==> src/rtl/reception.sv <==
// UART 8N1 receiver that reassembles BUFFER_SIZE/8 consecutive bytes (low byte first) into one word.
// Optional feature macro: RECEIVER_TIMEOUT_EN (drops a stale partial word after 20 bit times idle).
module reception #(
    parameter int BUFFER_SIZE = 16,
    parameter int CLOCK       = 65000000,
    parameter int BAUD        = 9600
) (
    input  logic                   clk_in,
    input  logic                   rst_in,
    input  logic                   rx_in,
    output logic [BUFFER_SIZE-1:0] data_out,
    output logic                   valid_out,
    output logic                   frame_error_out
);

    localparam int DIVISOR = CLOCK / BAUD;
    localparam int HALF    = DIVISOR / 2;
    localparam int BYTES   = BUFFER_SIZE / 8;
    localparam int BC_W    = (DIVISOR > 1) ? $clog2(DIVISOR) : 1;
    localparam int PTR_W   = $clog2(BYTES) + 1;

    localparam logic [BC_W-1:0]  HALF_END = BC_W'(HALF - 1);
    localparam logic [BC_W-1:0]  DIV_END  = BC_W'(DIVISOR - 1);
    localparam logic [PTR_W-1:0] PTR_LAST = PTR_W'(BYTES - 1);

    typedef enum logic [1:0] {
        IDLE,
        START,
        DATA,
        STOP
    } state_t;

    state_t                 state, state_d;
    logic                   rx_meta, rx_s, rx_q;
    logic                   start_edge;
    logic [BC_W-1:0]        baud_count, baud_d;
    logic [2:0]             bit_count, bit_d;
    logic [PTR_W-1:0]       byte_ptr, ptr_d;
    logic [7:0]             shift, shift_d;
    logic [BUFFER_SIZE-1:0] word, word_d;
    logic [BUFFER_SIZE-1:0] data_d;
    logic                   valid_d, ferr_d;

`ifdef RECEIVER_TIMEOUT_EN
    localparam int TMO_CYCLES = 20 * DIVISOR;
    localparam int TMO_W      = $clog2(TMO_CYCLES + 1);
    localparam logic [TMO_W-1:0] TMO_END = TMO_W'(TMO_CYCLES - 1);

    logic [TMO_W-1:0] idle_cnt, idle_cnt_d;
`endif

    assign start_edge = rx_q & ~rx_s;

    // Synchroniser and edge-detect register; idle-high reset avoids a false start edge
    always_ff @(posedge clk_in) begin
        if (rst_in) begin
            rx_meta <= 1'b1;
            rx_s    <= 1'b1;
            rx_q    <= 1'b1;
        end else begin
            rx_meta <= rx_in;
            rx_s    <= rx_meta;
            rx_q    <= rx_s;
        end
    end

    always_ff @(posedge clk_in) begin
        if (rst_in) begin
            state           <= IDLE;
            baud_count      <= '0;
            bit_count       <= '0;
            byte_ptr        <= '0;
            data_out        <= '0;
            valid_out       <= 1'b0;
            frame_error_out <= 1'b0;
        end else begin
            state           <= state_d;
            baud_count      <= baud_d;
            bit_count       <= bit_d;
            byte_ptr        <= ptr_d;
            data_out        <= data_d;
            valid_out       <= valid_d;
            frame_error_out <= ferr_d;
        end
    end

`ifdef RECEIVER_TIMEOUT_EN
    always_ff @(posedge clk_in) begin
        if (rst_in) begin
            idle_cnt <= '0;
        end else begin
            idle_cnt <= idle_cnt_d;
        end
    end
`endif

    // Assembly registers carry no control meaning, so they are left out of reset
    always_ff @(posedge clk_in) begin
        shift <= shift_d;
        word  <= word_d;
    end

    always_comb begin
        state_d = state;
        baud_d  = baud_count;
        bit_d   = bit_count;
        ptr_d   = byte_ptr;
        shift_d = shift;
        word_d  = word;
        data_d  = data_out;
        valid_d = 1'b0;
        ferr_d  = 1'b0;

        case (state)
            IDLE: begin
                if (start_edge) begin
                    state_d = START;
                    baud_d  = '0;
                end
            end

            START: begin
                if (baud_count == HALF_END) begin
                    if (!rx_s) begin
                        state_d = DATA;
                        baud_d  = '0;
                        bit_d   = '0;
                    end else begin
                        state_d = IDLE;
                    end
                end else begin
                    baud_d = baud_count + 1'b1;
                end
            end

            DATA: begin
                if (baud_count == DIV_END) begin
                    baud_d             = '0;
                    shift_d[bit_count] = rx_s;
                    bit_d              = bit_count + 3'd1;
                    if (bit_count == 3'd7) begin
                        state_d = STOP;
                    end
                end else begin
                    baud_d = baud_count + 1'b1;
                end
            end

            STOP: begin
                if (baud_count == DIV_END) begin
                    baud_d  = '0;
                    state_d = IDLE;
                    if (rx_s) begin
                        for (int k = 0; k < BYTES; k++) begin
                            if (byte_ptr == PTR_W'(k)) begin
                                word_d[8*k +: 8] = shift;
                            end
                        end
                        if (byte_ptr == PTR_LAST) begin
                            data_d  = word_d;
                            valid_d = 1'b1;
                            ptr_d   = '0;
                        end else begin
                            ptr_d = byte_ptr + 1'b1;
                        end
                    end else begin
                        ferr_d = 1'b1;
                        ptr_d  = '0;
                    end
                end else begin
                    baud_d = baud_count + 1'b1;
                end
            end

            default: begin
                state_d = IDLE;
            end
        endcase

`ifdef RECEIVER_TIMEOUT_EN
        idle_cnt_d = idle_cnt;
        if (state == IDLE && start_edge) begin
            idle_cnt_d = '0;
        end else if (state == IDLE && byte_ptr != '0) begin
            if (idle_cnt == TMO_END) begin
                idle_cnt_d = '0;
                ptr_d      = '0;
            end else begin
                idle_cnt_d = idle_cnt + 1'b1;
            end
        end else if (byte_ptr == '0) begin
            idle_cnt_d = '0;
        end
`endif
    end

endmodule

==> config.mk <==
export PLATFORM = sky130hd
export DESIGN_NAME = reception
export DESIGN_NICKNAME = d
export VERILOG_FILES = /design/src/rtl/reception.sv
export SDC_FILE = /design/constraint.sdc
export NUM_CORES = 1
export LEC_CHECK = 0
export CORE_ASPECT_RATIO = 0.8
export CORE_MARGIN = 2
export CORE_UTILIZATION = 45
export CTS_CLUSTER_SIZE = 24
export DETAILED_ROUTE_END_ITERATION = 16
export HOLD_SLACK_MARGIN = 0.08
export PLACE_DENSITY = 0.7
export SYNTH_ARGS = -nofsm -noshare
export SYNTH_HDL_FRONTEND = slang
export SYNTH_SLANG_ARGS = --single-unit
==> constraint.sdc <==
create_clock -name clk_in -period 3.8 [get_ports clk_in]
set_input_delay 0.57 -clock clk_in [delete_from_list [all_inputs] [get_ports clk_in]]
set_output_delay 0.57 -clock clk_in [all_outputs]
set_load 0.05 [all_outputs]
==> metrics.md, run 1 <==
| Metric | Value |
|---|---|
| Commonest cells post-synth | dfxtp_1, nor2_1, edfxtp_1, mux2_2, mux2i_1 |
| Skew final | between 0.009 and 0.01 ns |
| Filler instances | approximately 500 |
| CTS tree | yes |
| Hold-fix buffer count after cts | 0 |
| DR DRC count | 0 |
| Synth Instances | around 240 |
| Routed Antenna Nets | 0 |
| Total GRT Usage | 16.4% |
| Largest net degree at the start of global routing | 25 |
| Starting Density | 46.9% |
| Fraction of layout cells with a size suffix above 1 | 15.9% |
| Root buf cell | clkbuf_8 |
| # IOs | 21 |
| DRT Wirelength | just over 5000 microns |
| Placed cell count | roughly 340 |
| Number of synthesized flops with an enable pin | 24 |
| RSZ-0062 raised after global routing | false |
| Area delta synth->final | 18.2% |
| Initial DRC count | 97 |
| Arrival @ worst endpoint | 2.73 ns |
| Worst-Skew Late Latency | about 0.34 ns |
| Hpwl dp | around 3300 microns |
| Ys flop type | dfxtp_1 |
| Post-cts resize count | 0 |
| GRT overflow | 0 |
| Fraction of registers with async set/reset | 0% |
| FMAX | 0.392 GHz |
| Synth top area cells | dfxtp_1, edfxtp_1, mux2_2, mux2i_1, nor2_1 |
| Antenna violations before repair | 0 |
| Syn_nets | between 200 and 300 |
| Drt pass-1 iters | 4 |
| Top cell type's share of synthesized area | between 20% and 30% |
| Global-route wire length before repair | approximately 8700 microns |
| ANT cells | 0 |
| Post-synthesis sequential area ratio | a little under three fifths |
| Die H | around 74 microns |
| H-tree Lvls | 3 |
| Power Density | between 400 and 500 nW/um^2 |
| Clock period minus worst slack | 2.55 ns |
| Cell with the most instances after synthesis | dfxtp_1 |
| Setup crit start kind | flip-flop |
| Maximum clock path buffer count | 2 |
| Vias in the first global route | around 1.7k |
| Worst Tran Pin Value | between 0.9 and 1 ns |
| Post-synth top area cell | dfxtp_1 |
| Synth warn | 0 |
| Avg Cell Area, Syn | 11.5 sq um |
| Final Max Slew Viols | 0 |
| Final Wtd Congestion | roughly 0.86 |
| Core ar. | ~6000 sq um |
| Setup Buffers After CTS | 0 |
| VDD IR max | between 300 and 400 uV |
| Worst Hold Class | flip-flop to flip-flop |
| Seq cells post-synth | 65 |
| Reg clk slew, reported paths | 0.07 ns |
| Rows | 25 |
| NumNets Final | 274 |
| Leakage | 1.09 nW |
| Die X | slightly above 90 microns |
| Outcome | finished clean |
| Worst reg2reg path startpoint | baud_count[11]$_SDFFE_PP0P_ |
| Critical hold path startpoint | rx_meta$_SDFF_PP1_ |
| Port bufs | 20 |
| Slew headroom | a little over a third |
| Fin cells | between 300 and 400 |
| CP endpoint kind | flip-flop |
| Drt wl/cell | 14.4 microns |
| Distinct cell type count after synthesis | between 40 and 50 |
| Die area | between 6000 and 7000 sq um |
| Vias per cell | 5.22 |
| Final Core Density | between 50% and 60% |
| Worst-path fanout max | 17 |
| Cts bufs inserted | 9 |
| Clock sinks | 65 |
| Power Total | around 0.0015 W |
| CP Launch Point | baud_count[11]$_SDFFE_PP0P_ |
| Crit path kind | flip-flop to flip-flop |
| Final setup vio count | 0 |
| Synthesized area | ~2800 sq um |
| Setup TNS | 0 ns |
| Hold Fails Final Rpt | 0 |
| DR vias | approximately 1.8k |
| Worst EP required | 3.98 ns |
| Final Cycle Share | 67.1% |
| Max_cap viols | 0 |
==> layout make-up <==
| cell class | instances | area (sq um) | share of cell area, % |
|---|---|---|---|
| sequential | 65 | 1540 | 46.8 |
| clock buffer | 9 | 124 | 3.76 |
| timing repair buffer | 23 | 223 | 6.76 |
| multi-input combinational | 163 | 1170 | 35.5 |
| clock inverter | 7 | 119 | 3.61 |
| tap | 81 | 101 | 3.08 |
| inverter | 4 | 15.0 | 0.456 |
==> metal layers <==
layer	track usage [%]	vias to the layer above	part of all wire (%)
li1	-	919	-
met1	23.9	871	52
met2	23.2	45	41
met3	5.17	2	6.1
met4	5.97	0	0.38
met5	0	-	0
==> kinds of logic (layout without fill, tap and decap cells) <==
| kind of cell | after synthesis | count (layout) | synth area share [%] |
|---|---|---|---|
| XOR/XNOR | 10 | 10 | 3.14 |
| AO/OA/AOI/OAI | 21 | 21 | 5.61 |
| multiplexers | 32 | 32 | 12.2 |
| flip-flops | 65 | 65 | 55.3 |
| adder cells (fa/ha/maj) | 5 | 5 | 2.24 |
| AND/OR/NAND/NOR | 95 | 95 | 18.6 |
| buffers and inverters | 14 | 43 | 2.87 |
==> cells in the final DEF, fill, tap and decap left out, drive strengths merged, types with 3 or more instances in the layout <==
cell | synthesis | final
o21ai | 4 | 4
nand3 | 3 | 3
edfxtp | 24 | 24
xnor2 | 8 | 8
nor3 | 11 | 11
nor4 | 3 | 3
a211oi | 5 | 5
nor2 | 37 | 37
inv | 4 | 4
clkbuf | 7 | 9
a22o | 4 | 4
mux2i | 16 | 16
ha | 5 | 5
nor3b | 6 | 6
nand2 | 7 | 7
buf | 3 | 3
clkdlybuf4s50 | 0 | 20
nand2b | 6 | 6
bufinv | 0 | 3
dfxtp | 41 | 41
and3 | 3 | 3
or2 | 3 | 3
mux2 | 16 | 16
==> final timing paths <==
kind | endpoint | depth (start not counted) | slack, ns
min | rx_s$_SDFF_PP1_ | 1 | 0.42
max | data_out[11]$_SDFFE_PP0P_ | 6 | 1.25
min reg2reg | rx_s$_SDFF_PP1_ | 1 | 0.42
max reg2reg | data_out[11]$_SDFFE_PP0P_ | 6 | 1.25
==> critical path: stages (launching register included) <==
cell,delay (ns)
dfxtp_1,0.39
or3b_1,0.42
or4_1,0.70
nor4_4,0.27
buf_4,0.34
mux2i_1,0.22
nor2_1,0.06
==> sequential cells by signal, indices dropped and copies added, names as in the netlist, named ones only <==
signal,count
rx_q,1
data_out,16
bit_count,3
valid_out,1
word,16
baud_count,13
rx_s,1
rx_meta,1
state,1
shift,8
frame_error_out,1
byte_ptr,2
==> report_power, final <==
group	switching [W]	internal (W)
clock	0.000264	0.000435
sequential	0.00000569	0.000720
combinational	0.0000189	0.0000101
==> stage by stage <==
| stage | hold WS, ns | area [sq um] | setup WS [ns] |
|---|---|---|---|
| CTS | 0.423 | 3290 | 1.23 |
| finish | 0.416 | 3290 | 1.25 |
| floorplan | 0.389 | 2790 | 0.786 |
| global route | 0.452 | 3290 | 1.04 |
| global placement | 0.399 | 3050 | 1.28 |
| detailed placement | 0.404 | 3050 | 1.28 |
Note: power is estimated with default switching activity, not from simulation.
==> run 2: changes to the inputs <==
Settings changed: PLACE_DENSITY 0.7 to 0.72.
Clock period 3.8 ns to 2.1 ns, I/O delays scaled along.
==> run 2 against run 1 <==
- count of clock-buffer cells in the layout unchanged
- critical path depth increased by 1
- hold slack got worse by 0.012 ns
- sequential cell count unchanged
- the run now ends with negative setup slack left
- power increased by 75%
- first-iteration DRC count increased by 13%
==> metrics.md, run 2 (synthesized netlist as in run 1, its figures left out) <==
| Metric | Value |
|---|---|
| Outcome | finished, violations left |
| Failing checks | negative setup slack |
| Routing usage on met1 | 21.3% (-2.6 points) |
| Worst EP required | 2.34 ns (-1.64 ns) |
| Starting Density | 46.9% (unchanged) |
| DR DRC count | 0 (unchanged) |
| Reg2Reg Depth | 7 (+1) |
| Critical hold path startpoint | rx_meta$_SDFF_PP1_ |
| Area delta synth->final | 28.6% |
| Worst-path fanout max | 6 (-11) |
| Cts bufs inserted | 9 (unchanged) |
| Crit path kind | flip-flop to flip-flop |
| Worst reg2reg path startpoint | baud_count[7]$_SDFFE_PP0P_ |
| Initial DRC count | 110 (+13%) |
| Vias per cell | 5.13 (-1.6%) |
| Vias in the first global route | 1878 (+7.7%) |
| Hold EP | rx_s$_SDFF_PP1_ |
| Rows | 25 (unchanged) |
| Worst-Skew Late Latency | 0.34 ns (about the same) |
| Clock period minus worst slack | 2.16 ns (-0.394 ns) |
| Global-route wire length before repair | 8950 microns (+3.3%) |
| Power Density | 709 nW/um^2 (+61%) |
| Final Core Density | 60.3% (+4.9 points) |
| Core ar. | 5940 sq um (unchanged) |
| Root buf cell | clkbuf_8 |
| Fraction of layout cells with a size suffix above 1 | 29.7% (+14 points) |
| Registers with the most flip-flops | data_out: 16 flops, word: 16 flops, baud_count: 13 flops |
| Delay-heaviest family, CP | simple AND/OR/NAND/NOR gates |
| GRT overflow | 0 (unchanged) |
| CP max stage cell | or4_4 |
| Slew headroom | 66.3% (+30 points) |
| Skew final | 0.00818 ns (-0.000979 ns) |
| NumNets Final | 303 (+11%) |
| RSZ-0062 raised after global routing | true |
| Arrival @ worst endpoint | 2.39 ns (-0.34 ns) |
| FF-to-FF End | baud_count[9]$_SDFFE_PP0P_ |
| # IOs | 21 (unchanged) |
| Leakage | 1.25 nW (+15%) |
| Cells along the critical path | or3b_4 > or4_4 > buf_4 > a22oi_2 > buf_6 > nor3b_1 > o22a_1 |
| M3 GR Usage | 6.18% (+1.0 points) |
| Met2 global-route usage | 28.4% (+5.2 points) |
| Drt pass-1 iters | 4 (unchanged) |
| Max_cap viols | 0 (unchanged) |
| Worst Hold Class | flip-flop to flip-flop |
| Die H | 74.4 microns (unchanged) |
| Final Wtd Congestion | 0.870 (+1.5%) |
| Final setup vio count | 38 (+38) |
| Commonest non-fill, non-tap cell in the layout | dfxtp_1 |
| Routed Antenna Nets | 0 (unchanged) |
| Busiest grt layer | met2 |
| Hold Fails Final Rpt | 0 (unchanged) |
| Final Cycle Share | 103% (+36 points) |
| Drt wl/cell | 14.3 microns (-0.77%) |
| Commonest non-fill, non-tap cells in the layout | dfxtp_1, nor2_1, buf_4 |
| Maximum clock path buffer count | 2 (unchanged) |
| Final non-filler cell area | 3590 sq um (+8.8%) |
| Hold path depth | 1 (unchanged) |
| Reg clk slew, reported paths | 0.07 ns (about the same) |
| CTS tree | yes |
| Die area | 6840 sq um (unchanged) |
| Hpwl dp | 3600 microns (+8.3%) |
| R2R Setup Slk | -0.06 ns (-1.31 ns) |
| Max stage delay on crit path | 0.60 ns (-0.10 ns) |
| ANT cells | 0 (unchanged) |
| Clock sinks | 65 (unchanged) |
| Total GRT Usage | 17.2% (+0.73 points) |
| FMAX | 0.464 GHz (+18%) |
| Worst Tran Pin Value | 0.504 ns (-0.451 ns) |
| Die X | 92.0 microns (unchanged) |
| H-tree Lvls | 3 (unchanged) |
| Post-DP Area | 3240 sq um (+6.3%) |
| VDD IR max | 604 uV (+87%) |
| Largest net degree at the start of global routing | 24 (-4.0%) |
| Antenna violations before repair | 0 (unchanged) |
| Final setup margin | -0.0574 ns (-1.31 ns) |
| DRT Wirelength | 5440 microns (+7.4%) |
| CP endpoint kind | flip-flop |
| Setup crit start kind | flip-flop |
| WP buf/inv | 2 (+1) |
| Port bufs | 20 (unchanged) |
| Hold-fix buffer count after cts | 0 (unchanged) |
| DR vias | 1956 (+6.5%) |
| Final Max Slew Viols | 0 (unchanged) |
run 2: cell count changes in the layout (fill, tap and decap cells not counted), sizes merged:
cell	delta
clkinv	+3
buf	+29
bufinv	-1
clkinvlp	-2
run 2: cell type report:
class	count	area [sq um]
fillers	477	2360
flip-flops and latches	65	1540
multi-input cells	163	1240
repair buffers	52	463
clock buffers	9	124
well taps	81	101
clock inverters	7	95.1
inverters	4	15.0
run 2: worst max-delay path by stage:
stage	start	to	cells past startpoint
final	baud_count[7]$_SDFFE_PP0P_	baud_count[9]$_SDFFE_PP0P_	7
after global routing	baud_count[7]$_SDFFE_PP0P_	shift[1]$_DFFE_PP_	5
after CTS	baud_count[7]$_SDFFE_PP0P_	shift[0]$_DFFE_PP_	5
after detailed placement	baud_count[7]$_SDFFE_PP0P_	shift[0]$_DFFE_PP_	5
after global placement	baud_count[7]$_SDFFE_PP0P_	shift[0]$_DFFE_PP_	5
after floorplan	baud_count[7]$_SDFFE_PP0P_	word[0]$_DFFE_PP_	4
run 2: worst register-to-register path: cells and delay by family, from the launching register on:
kind            cells  cell delay (ns)
simple gates        3             1.05
compound gates      2             0.37
buf+inv             2             0.33
flops               1             0.32
run 2: layer usage:
layer  vias to the layer above  routed length [microns]
met5                         -                        0
met4                         0                       64
met3                         8                      205
met2                        32                     2490
met1                       933                     2680
li1                        983                        -
run 2: per-stage QoR:
stage                     TNS, ns  cells  worst slack, ns  hold WS (ns)  total power (W)
after detailed placement    -2.40    358           -0.122         0.398          0.00140
after floorplan             -3.79    242           -0.147         0.389          0.00138
after CTS                   -1.60    379          -0.0574         0.406          0.00255
after global routing        -5.84    381           -0.179         0.422          0.00261
after global placement     -0.813    358          -0.0709         0.399          0.00140
final                      -0.731    381          -0.0574         0.404          0.00254
run 2: repair_timing:
action | 4_1_cts | 5_1_grt
setup endpoints to repair | 43 | 57
setup buffers | 4 | 4
gates cloned | 1 | 0
pin swaps | 3 | 8
resized for setup | 8 | 16
run 2: power by group:
group | internal (W) | switching [W]
combinational | 0.0000279 | 0.0000393
clock | 0.000668 | 0.000495
sequential | 0.00130 | 0.00000846
==> run 3: changes to the inputs <==
Settings changed: SLEW_MARGIN set to 20.
==> results of run 3 <==
No change in the layout: final DEF, timing and power equal those of run 2.
